### config.mk
export PLATFORM = sky130hd
export DESIGN_NAME = mem_port_initiator
export DESIGN_NICKNAME = d
export VERILOG_FILES = /design/src/rtl/mem_port_initiator.sv
export SDC_FILE = /design/constraint.sdc
export NUM_CORES = 1
export LEC_CHECK = 0
export ABC_CLOCK_PERIOD_IN_PS = 6100
export CORE_MARGIN = 1.5
export CORE_UTILIZATION = 53
export CTS_CLUSTER_SIZE = 20
export DETAILED_ROUTE_END_ITERATION = 10
export PLACE_DENSITY = 0.91
export SETUP_SLACK_MARGIN = 0.15
export SLEW_MARGIN = 20
export SYNTH_ARGS = -nofsm -noshare
export SYNTH_HDL_FRONTEND = slang
export SYNTH_SLANG_ARGS = --single-unit
### constraint.sdc
create_clock -name clk -period 6.1 [get_ports clk]
set_clock_uncertainty 0.1 [all_clocks]
set_input_delay 0.61 -clock clk [delete_from_list [all_inputs] [get_ports clk]]
set_output_delay 0.61 -clock clk [all_outputs]
set_load 0.01 [all_outputs]
### src/rtl/mem_port_initiator.sv
// Memory port initiator: arbitrates instruction fetch and load/store requests onto one
// memory port, splitting misaligned data accesses into single-byte transfers.
module mem_port_initiator (
    input  logic        clk,
    input  logic        rst,
    input  logic        if_req,
    input  logic [10:0] if_addr,
    output logic        if_ready,
    output logic        if_valid,
    output logic [31:0] if_inst,
    input  logic        ls_req,
    input  logic        ls_we,
    input  logic [2:0]  ls_func3,
    input  logic [10:0] ls_addr,
    input  logic [31:0] ls_wdata,
    output logic        ls_ready,
    output logic        ls_valid,
    output logic [31:0] ls_rdata,
    output logic        m_read,
    output logic        m_write,
    output logic [2:0]  m_func3,
    output logic [10:0] m_addr,
    output logic [31:0] m_wdata,
    input  logic [31:0] m_rdata
);

    typedef enum logic [2:0] {
        IDLE  = 3'd0,
        FETCH = 3'd1,
        DATA  = 3'd2,
        SPLIT = 3'd3,
        RESP  = 3'd4
    } state_t;

    state_t      state_q, state_d;
    logic [2:0]  func3_q, func3_d;
    logic        we_q, we_d;
    logic [31:0] wdata_q, wdata_d;
    logic [1:0]  k_q, k_d;
    logic [31:0] buf_q, buf_d;
    logic        if_valid_q, if_valid_d;
    logic [31:0] if_inst_q, if_inst_d;
    logic        ls_valid_q, ls_valid_d;
    logic [31:0] ls_rdata_q, ls_rdata_d;
    logic        m_read_q, m_read_d;
    logic        m_write_q, m_write_d;
    logic [2:0]  m_func3_q, m_func3_d;
    logic [10:0] m_addr_q, m_addr_d;
    logic [31:0] m_wdata_q, m_wdata_d;

    logic [31:0] assembled_s;
    logic [1:0]  last_k_s;
    logic [1:0]  k_next_s;
    logic        misaligned_s;

    function automatic logic [31:0] load_extend(input logic [2:0] f3, input logic [31:0] raw);
        case (f3)
            3'b000:  return {{24{raw[7]}}, raw[7:0]};
            3'b001:  return {{16{raw[15]}}, raw[15:0]};
            3'b010:  return raw;
            3'b100:  return {24'h000000, raw[7:0]};
            3'b101:  return {16'h0000, raw[15:0]};
            default: return 32'h00000000;
        endcase
    endfunction

    function automatic logic func3_defined(input logic [2:0] f3);
        return (f3 != 3'b011) && (f3 != 3'b110) && (f3 != 3'b111);
    endfunction

    assign ls_ready = (state_q == IDLE) && ls_req;
    assign if_ready = (state_q == IDLE) && if_req && !ls_req;

    // Next-state and next-output computation for the whole initiator.
    always_comb begin
        state_d    = state_q;
        func3_d    = func3_q;
        we_d       = we_q;
        wdata_d    = wdata_q;
        k_d        = k_q;
        buf_d      = buf_q;
        if_valid_d = 1'b0;
        if_inst_d  = if_inst_q;
        ls_valid_d = 1'b0;
        ls_rdata_d = ls_rdata_q;
        m_read_d   = m_read_q;
        m_write_d  = m_write_q;
        m_func3_d  = m_func3_q;
        m_addr_d   = m_addr_q;
        m_wdata_d  = m_wdata_q;

        assembled_s = buf_q;
        assembled_s[{k_q, 3'b000} +: 8] = m_rdata[7:0];
        last_k_s = (func3_q[1:0] == 2'b10) ? 2'd3 : 2'd1;
        k_next_s = k_q + 2'd1;
        misaligned_s = ((ls_func3[1:0] == 2'b01) && ls_addr[0]) ||
                       ((ls_func3[1:0] == 2'b10) && (ls_addr[1:0] != 2'b00));

        case (state_q)
            IDLE: begin
                if (ls_req) begin
                    func3_d  = ls_func3;
                    we_d     = ls_we;
                    wdata_d  = ls_wdata;
                    m_addr_d = ls_addr;
                    k_d      = 2'd0;
                    buf_d    = 32'h00000000;
                    if (!func3_defined(ls_func3)) begin
                        state_d   = DATA;
                        m_func3_d = ls_func3;
                        m_read_d  = 1'b0;
                        m_write_d = 1'b0;
                        m_wdata_d = 32'h00000000;
                    end else if (misaligned_s) begin
                        // Byte-wise transfer: lbu for loads, sb for stores.
                        state_d   = SPLIT;
                        m_func3_d = ls_we ? 3'b000 : 3'b100;
                        m_read_d  = !ls_we;
                        m_write_d = ls_we;
                        m_wdata_d = ls_we ? {24'h000000, ls_wdata[7:0]} : 32'h00000000;
                    end else begin
                        state_d   = DATA;
                        m_func3_d = ls_func3;
                        m_read_d  = !ls_we;
                        m_write_d = ls_we;
                        m_wdata_d = ls_we ? ls_wdata : 32'h00000000;
                    end
                end else if (if_req) begin
                    state_d   = FETCH;
                    m_addr_d  = if_addr;
                    m_func3_d = 3'b010;
                    m_read_d  = 1'b0;
                    m_write_d = 1'b0;
                    m_wdata_d = 32'h00000000;
                end else begin
                    state_d = IDLE;
                end
            end
            FETCH: begin
                if_inst_d  = m_rdata;
                if_valid_d = 1'b1;
                state_d    = RESP;
            end
            DATA: begin
                ls_valid_d = 1'b1;
                state_d    = RESP;
                m_read_d   = 1'b0;
                m_write_d  = 1'b0;
                m_wdata_d  = 32'h00000000;
                if (!we_q || !func3_defined(func3_q)) begin
                    ls_rdata_d = load_extend(func3_q, m_rdata);
                end else begin
                    ls_rdata_d = ls_rdata_q;
                end
            end
            SPLIT: begin
                buf_d = assembled_s;
                if (k_q == last_k_s) begin
                    ls_valid_d = 1'b1;
                    state_d    = RESP;
                    m_read_d   = 1'b0;
                    m_write_d  = 1'b0;
                    m_wdata_d  = 32'h00000000;
                    if (!we_q) begin
                        ls_rdata_d = load_extend(func3_q, assembled_s);
                    end else begin
                        ls_rdata_d = ls_rdata_q;
                    end
                end else begin
                    k_d       = k_next_s;
                    m_addr_d  = m_addr_q + 11'd1;
                    m_wdata_d = we_q ? {24'h000000, wdata_q[{k_next_s, 3'b000} +: 8]} : 32'h00000000;
                end
            end
            RESP: begin
                state_d = IDLE;
            end
            default: begin
                state_d   = IDLE;
                m_read_d  = 1'b0;
                m_write_d = 1'b0;
                m_wdata_d = 32'h00000000;
            end
        endcase
    end

    // State and registered outputs; reset abandons any in-flight access.
    always_ff @(posedge clk) begin
        if (rst) begin
            state_q    <= IDLE;
            func3_q    <= 3'b000;
            we_q       <= 1'b0;
            wdata_q    <= 32'h00000000;
            k_q        <= 2'd0;
            buf_q      <= 32'h00000000;
            if_valid_q <= 1'b0;
            if_inst_q  <= 32'h00000000;
            ls_valid_q <= 1'b0;
            ls_rdata_q <= 32'h00000000;
            m_read_q   <= 1'b0;
            m_write_q  <= 1'b0;
            m_func3_q  <= 3'b000;
            m_addr_q   <= 11'h000;
            m_wdata_q  <= 32'h00000000;
        end else begin
            state_q    <= state_d;
            func3_q    <= func3_d;
            we_q       <= we_d;
            wdata_q    <= wdata_d;
            k_q        <= k_d;
            buf_q      <= buf_d;
            if_valid_q <= if_valid_d;
            if_inst_q  <= if_inst_d;
            ls_valid_q <= ls_valid_d;
            ls_rdata_q <= ls_rdata_d;
            m_read_q   <= m_read_d;
            m_write_q  <= m_write_d;
            m_func3_q  <= m_func3_d;
            m_addr_q   <= m_addr_d;
            m_wdata_q  <= m_wdata_d;
        end
    end

    assign if_valid = if_valid_q;
    assign if_inst  = if_inst_q;
    assign ls_valid = ls_valid_q;
    assign ls_rdata = ls_rdata_q;
    assign m_read   = m_read_q;
    assign m_write  = m_write_q;
    assign m_func3  = m_func3_q;
    assign m_addr   = m_addr_q;
    assign m_wdata  = m_wdata_q;

endmodule

==> out/qor.log, run 1 <==
INFO  sta            final-setup-viol-count=0
INFO  finish         finish.net_count=1,233
INFO  finish         final-instance-count-excl-fill=1,357
INFO  sta            final_hold_viol_count=0
INFO  placement      gpl.final_weighted_congestion=0.855
INFO  grt            overflow_after_grt=0
INFO  grt            grt_util_all_layers=29.7%
INFO  synthesis      syn-cell-area=8310squm
INFO  worst_setup_path cell_chain_of_the_critical_path=clkdlybuf4s50_1 -> nand2_1 -> buf_4 -> inv_2 -> clkdlybuf4s50_1
INFO  worst_setup_path cp.buffers_inverters=4
INFO  synthesis      synth.top_cells.by_count=187 x sky130_fd_sc_hd__dfxtp_1, 187 x sky130_fd_sc_hd__nand2_1, 136 x sky130_fd_sc_hd__a21oi_1
INFO  sta            fin_tns_setup=0ns
INFO  sta            setup_slack=2.01ns
INFO  cts            cts-hold-fix-buffers=0
INFO  synthesis      postSynthAreaPerCell=8.51squm
INFO  routing        total_via_count_after_detailed_routing=8,237
INFO  routing        postRouteAntennaNets=0
INFO  status         status=complete, no violations
INFO  flow_run       maxCapViolCount=0
INFO  cts            clockRootBuffer=sky130_fd_sc_hd__clkbuf_16
INFO  floorplanning  die_area=16,400squm
INFO  worst_setup_path cp-start-kind=input port
INFO  finish         layout-area-overhead-vs-synth=32.3%
INFO  min_path       hold_path_class=flop to flop
INFO  grt            antenna_found_initial=0
INFO  sta            post-route-min-period=4.09ns
INFO  cts            cts_post_setup_buffers_inserted=0
INFO  pwr            total_power=0.00294W
INFO  synthesis      ys_top_cells_by_area=sky130_fd_sc_hd__dfxtp_1 45%, sky130_fd_sc_hd__nand2_1 8.5%, sky130_fd_sc_hd__a21oi_1 8.2%
INFO  pwr            power_per_cell_area=267nW/um^2
INFO  routing        drt_pass1_iterations=5
INFO  synthesis      yosys.area.top_type_share=45.1%
INFO  placement      hpwl=16.7mm
INFO  sta            slew_headroom=35.0%
INFO  placement      place_worst_setup_slack=2.06ns
INFO  synthesis      synth_flop_cell=sky130_fd_sc_hd__dfxtp_1
INFO  grt            first_global_vias=7,608
INFO  synthesis      ys_async_sr_fraction=0%
INFO  worst_setup_path required_arrival_time_at_the_worst_endpoint=5.39ns
INFO  routing        drt-wirelength-per-cell=18.2um
INFO  floorplanning  die_height=128um
INFO  worst_setup_path setup.worst_path.class=input port to output port
INFO  routing        drt-vias-per-instance=6.07
INFO  grt            maximum_number_of_pins_on_one_net_before_global_route_repair=74
INFO  sta            rsz0062_at_grt=no
INFO  synthesis      synth_largest_area_cell=sky130_fd_sc_hd__dfxtp_1
INFO  finish         antenna-diode-count=0
INFO  routing        drc=0
INFO  worst_setup_path end_kind=output port
INFO  finish         layout_filler_cell_count=1,089
INFO  cts            cts_resized=0
INFO  floorplanning  core_region_area=15,300squm
INFO  worst_setup_path slowest_stage=sky130_fd_sc_hd__clkdlybuf4s50_1
INFO  synthesis      ys_ff_latch=187
INFO  synthesis      synth_edf_count=0
INFO  grt            wire_length_of_the_first_global_routing_pass=38.6mm
INFO  cts            path_clk_slew=0.07ns
INFO  cts            cts_max_path_buffers=2
INFO  worst_setup_path timing.critical_path.fanout_max=49
INFO  worst_setup_path critical_path.top_delay_family=buffers and inverters
INFO  pwr            leakagePower=3.94nW
INFO  placement      dpl.cell_count=1,325
INFO  floorplanning  ioPinCount=210
INFO  sta            worstMarginPinSlew=0.967ns
INFO  synthesis      synthesis.nets=1,076
INFO  sta            maxClockFrequency=0.245GHz
INFO  cts            clock_sink_count=187
INFO  floorplanning  rows=45
INFO  routing        wirelength=24.8mm
INFO  sta            layout_worst_path_cycle_share=67.0%
INFO  cts            cts_inserted_buffers=17
INFO  finish         share_of_cells_above_drive_strength_1=6.46%
INFO  cts            clk_latency=0.44ns
INFO  floorplanning  initial_core_util=54.4%
INFO  synthesis      synth-warning-count=0
INFO  cts            h-tree-depth=4
INFO  synthesis      netlist_instances=976
INFO  placement      io_buffer_count=209
INFO  sta            timing.final.max_slew_violations=0
INFO  worst_setup_path path_common_cell=sky130_fd_sc_hd__clkdlybuf4s50_1
INFO  routing        initialDrtViolationCount=999
INFO  cts            clock_tree_from_tritoncts=done
INFO  floorplanning  chipWidth=128um
INFO  pwr            vdd.ir_drop.worst=0.000215V
INFO  worst_setup_path cp_slowest_stage_delay=0.93ns
INFO  worst_setup_path arrival_worst_endpoint=3.38ns
INFO  synthesis      ys_seq_area_share=45.1%
INFO  synthesis      yosysUniqueCellTypes=77
==> area by class of cell <==
cell class                 instances  area [sq um]  share of cell area, %
clock buffer                      17           425                   3.87
clock inverter                    15           170                   1.55
inverter                          22          82.6                  0.751
multi-input combinational        687          4150                   37.7
sequential                       187          3740                   34.1
tap                              211           264                   2.40
timing repair buffer             218          2160                   19.6
==> registers in the layout, indices dropped and copies added (netlist names), 2 cells and up <==
name      count
wdata_q      32
if_inst      32
m_addr       11
state_q       3
ls_rdata     32
m_wdata      32
k_q           2
func3_q       3
m_func3       3
buf_q        32
==> report_power, final <==
part	internal, W	switching, W	total [W]
clock	0.000588	0.000533	0.00112
combinational	0.000222	0.000264	0.000486
sequential	0.00128	0.0000499	0.00133
total	0.00209	0.000847	0.00294
==> worst min-delay path: cells and delay by family, from the launching register on <==
family,cells,cell delay (ns)
compound gates,1,0.05
flops,1,0.31
simple gates,1,0.05
==> metrics by stage <==
stage	hold slack (ns)	cell area (sq um)	util, %
2_1_floorplan	0.333	8310	-
3_3_place_gp	0.338	10400	68.1
3_5_place_dp	0.345	10400	68.1
4_1_cts	0.355	11000	72.0
5_1_grt	0.375	11000	72.0
6_report	0.356	11000	72.0
==> final timing paths <==
check	slack [ns]	startpoint	to	cells past startpoint
worst max-delay path	2.01	ls_req	ls_ready	5
worst min-delay path	0.36	if_inst[17]	if_inst[17]	2
worst max register to register	2.49	k_q[0]	buf_q[22]	7
worst min register to register	0.36	if_inst[17]	if_inst[17]	2
==> logic make-up after synthesis <==
| group | Yosys count | synth area share [%] |
|---|---|---|
| compound gates | 338 | 27.1 |
| fa+ha+maj | 6 | 0.904 |
| xor+xnor | 3 | 0.407 |
| flops | 187 | 45.1 |
| mux | 21 | 3.78 |
| simple gates | 319 | 17.5 |
| buf+inv | 102 | 5.18 |
==> layout by cell type (no fill, tap or decap), types with 8 or more instances in the layout <==
cell type                           n
sky130_fd_sc_hd__a32o_1            19
sky130_fd_sc_hd__o21ai_0           42
sky130_fd_sc_hd__dfxtp_1          187
sky130_fd_sc_hd__a21o_1            16
sky130_fd_sc_hd__nor2_1            56
sky130_fd_sc_hd__nor3b_1            8
sky130_fd_sc_hd__clkdlybuf4s50_1  208
sky130_fd_sc_hd__a21oi_1          136
sky130_fd_sc_hd__a22o_1            29
sky130_fd_sc_hd__inv_1             20
sky130_fd_sc_hd__buf_4             10
sky130_fd_sc_hd__a22oi_1           40
sky130_fd_sc_hd__nand2_1          187
sky130_fd_sc_hd__clkbuf_16         17
sky130_fd_sc_hd__nand3_1           17
sky130_fd_sc_hd__mux2i_1           10
sky130_fd_sc_hd__mux4_2             8
sky130_fd_sc_hd__nor2b_1           10
sky130_fd_sc_hd__o32ai_1            9
==> routing by layer <==
metal | GRT usage, % | part of all wire, %
met1 | 37.3 | 40
met5 | 0 | 0
met2 | 49.6 | 49
met3 | 6.30 | 8.1
met4 | 12.4 | 2.7
Power figures use the tool's default switching activity.
==> inputs of run 2 (changes only) <==
--- a/config.mk
+++ b/config.mk
@@ -5,12 +5,12 @@
 export SDC_FILE = /design/constraint.sdc
 export NUM_CORES = 1
 export LEC_CHECK = 0
-export ABC_CLOCK_PERIOD_IN_PS = 6100
+export ABC_CLOCK_PERIOD_IN_PS = 3350
 export CORE_MARGIN = 1.5
-export CORE_UTILIZATION = 53
+export CORE_UTILIZATION = 45
 export CTS_CLUSTER_SIZE = 20
 export DETAILED_ROUTE_END_ITERATION = 10
-export PLACE_DENSITY = 0.91
+export PLACE_DENSITY = 0.83
 export SETUP_SLACK_MARGIN = 0.15
 export SLEW_MARGIN = 20
 export SYNTH_ARGS = -nofsm -noshare
==> constraint.sdc (replaced) <==
create_clock -name clk -period 3.35 [get_ports clk]
set_clock_uncertainty 0.1 [all_clocks]
set_input_delay 0.335 -clock clk [delete_from_list [all_inputs] [get_ports clk]]
set_output_delay 0.335 -clock clk [all_outputs]
set_load 0.01 [all_outputs]
==> out/qor.log, run 2 (synthesis gave the netlist of run 1 again) <==
INFO  sta            timing.final.max_slew_violations=0
INFO  cts            cts_inserted_buffers=17
INFO  flow_run       maxCapViolCount=0
INFO  grt            overflow_after_grt=0
INFO  floorplanning  die_area=19,300squm
INFO  cts            clk_latency=0.44ns
INFO  routing        drc=0
INFO  sta            layout_worst_path_cycle_share=83.7%
INFO  floorplanning  die_height=139um
INFO  pwr            leakagePower=3.97nW
INFO  cts            clock_tree_from_tritoncts=done
INFO  worst_setup_path arrival_worst_endpoint=3.07ns
INFO  cts            cts_max_path_buffers=2
INFO  floorplanning  chipWidth=139um
INFO  min_path       hold_path_class=input port to flop
INFO  status         status=complete, no violations
INFO  worst_setup_path slowest_stage=sky130_fd_sc_hd__nor3_1
INFO  grt            grt_util_all_layers=25.0%
INFO  sta            final-setup-viol-count=0
INFO  sta            final_hold_viol_count=0
INFO  grt            antenna_found_initial=0
INFO  worst_setup_path cp-start-kind=flop
INFO  placement      placed_area=10,500squm
INFO  cts            cts_post_setup_buffers_inserted=0
INFO  floorplanning  initial_core_util=46.1%
INFO  finish         layout.cells.most_common_list=208 x sky130_fd_sc_hd__clkdlybuf4s50_1, 187 x sky130_fd_sc_hd__nand2_1, 187 x sky130_fd_sc_hd__dfxtp_1
INFO  floorplanning  core_region_area=18,000squm
INFO  finish         finish.net_count=1,242
INFO  grt            maximum_number_of_pins_on_one_net_before_global_route_repair=77
INFO  routing        wirelength=24.6mm
INFO  sta            fin_tns_setup=0ns
INFO  routing        initialDrtViolationCount=710
INFO  cts            cts-hold-fix-buffers=0
INFO  cts            clock_sink_count=187
INFO  worst_setup_path timing.critical_path.fanout_max=9
INFO  pwr            vdd.ir_drop.worst=0.000341V
INFO  worst_setup_path setup.worst_path.class=flop to flop
INFO  sta            post-route-min-period=2.80ns
INFO  finish         mostFrequentLayoutCell=sky130_fd_sc_hd__clkdlybuf4s50_1
INFO  worst_setup_path required_arrival_time_at_the_worst_endpoint=3.61ns
INFO  sta            maxClockFrequency=0.357GHz
INFO  sta            rsz0062_at_grt=no
INFO  finish         share_of_cells_above_drive_strength_1=7.27%
INFO  cts            path_clk_slew=0.07ns
INFO  worst_setup_path cell_chain_of_the_critical_path=inv_1 -> ha_1 -> nand4bb_1 -> nor3_1 -> a22oi_1 -> nor2_1
INFO  worst_setup_path rr_worst_depth=6
INFO  routing        postRouteAntennaNets=0
INFO  grt            wire_length_of_the_first_global_routing_pass=39.2mm
INFO  cts            cts_resized=0
INFO  grt            first_global_vias=7,457
INFO  pwr            power_per_cell_area=478nW/um^2
INFO  routing        drt-vias-per-instance=5.82
INFO  placement      hpwl=17.3mm
INFO  routing        drt_pass1_iterations=5
INFO  sta            slew_headroom=37.9%
INFO  finish         layout.cell_area.non_filler=11,000squm
INFO  placement      io_buffer_count=209
INFO  finish         layout_filler_cell_count=1,549
INFO  floorplanning  rows=49
INFO  floorplanning  ioPinCount=210
INFO  cts            h-tree-depth=4
INFO  min_path       holdPathStages=2
INFO  worst_setup_path cp_slowest_stage_delay=0.83ns
INFO  worst_setup_path end_kind=flop
INFO  routing        total_via_count_after_detailed_routing=8,053
INFO  finish         layout-area-overhead-vs-synth=33.0%
INFO  cts            clockRootBuffer=sky130_fd_sc_hd__clkbuf_16
INFO  routing        drt-wirelength-per-cell=17.8um
INFO  placement      gpl.final_weighted_congestion=0.861
INFO  sta            worstMarginPinSlew=0.924ns
INFO  finish         antenna-diode-count=0
==> run 2: cell count changes in the layout (fill, tap and decap cells not counted), sizes merged <==
| cell | previous run | this run |
|---|---|---|
| bufinv | 1 | 0 |
| inv | 32 | 33 |
| buf | 10 | 19 |
| clkinv | 3 | 2 |
| clkinvlp | 1 | 2 |
==> run 2: path summary, 6_finish.rpt <==
check / startpoint / endpoint / slack (ns)
worst max-delay path: k_q[1] / buf_q[23] / 0.55
worst min-delay path: rst / m_addr[1] / 0.31
worst max register to register: k_q[1] / buf_q[23] / 0.55
worst min register to register: wdata_q[5] / wdata_q[5] / 0.35
==> run 2: routing by layer <==
metal  wire length (um)  vias up  track usage (%)
met5                  0        -                0
met4                533        0             8.44
met3               1510       51             5.35
met2              12000      313             40.8
met1              10600     3856             33.0
li1                   -     3833                -
==> run 2: critical path, delay by kind of cell (launching register included) <==
family                   cells  cell delay, ns
AND/OR/NAND/NOR              3            1.35
adder cells (fa/ha/maj)      1            0.48
flip-flops                   1            0.42
AO/OA/AOI/OAI                1            0.23
buffers and inverters        1            0.15
==> run 2: metrics by stage <==
stage	worst slack, ns	hold slack (ns)	instances	power (W)	util, %
after floorplan	0.789	0.333	976	0.00293	-
after global placement	0.790	0.339	1352	0.00333	58.1
after detailed placement	0.729	0.347	1352	0.00335	58.1
after CTS	0.636	0.292	1384	0.00530	61.3
after global routing	0.401	0.340	1384	0.00548	61.3
final	0.547	0.306	1384	0.00528	61.3
==> run 2: report_power, final <==
part / internal, W / leakage [nW] / switching (W)
Sequential: 0.00233 / 1.52 / 0.0000862
Clock: 0.000995 / 0.278 / 0.000981
Combinational: 0.000411 / 2.17 / 0.000478
==> run 2: final cells by class <==
| cell class | count | area (sq um) | share of cell area, % |
|---|---|---|---|
| flip-flops and latches | 187 | 3740 | 33.9 |
| repair buffers | 227 | 2220 | 20.1 |
| clock inverters | 15 | 143 | 1.29 |
| clock buffers | 17 | 425 | 3.85 |
| inverters | 22 | 82.6 | 0.747 |
| multi-input cells | 687 | 4140 | 37.5 |
| well taps | 229 | 287 | 2.59 |
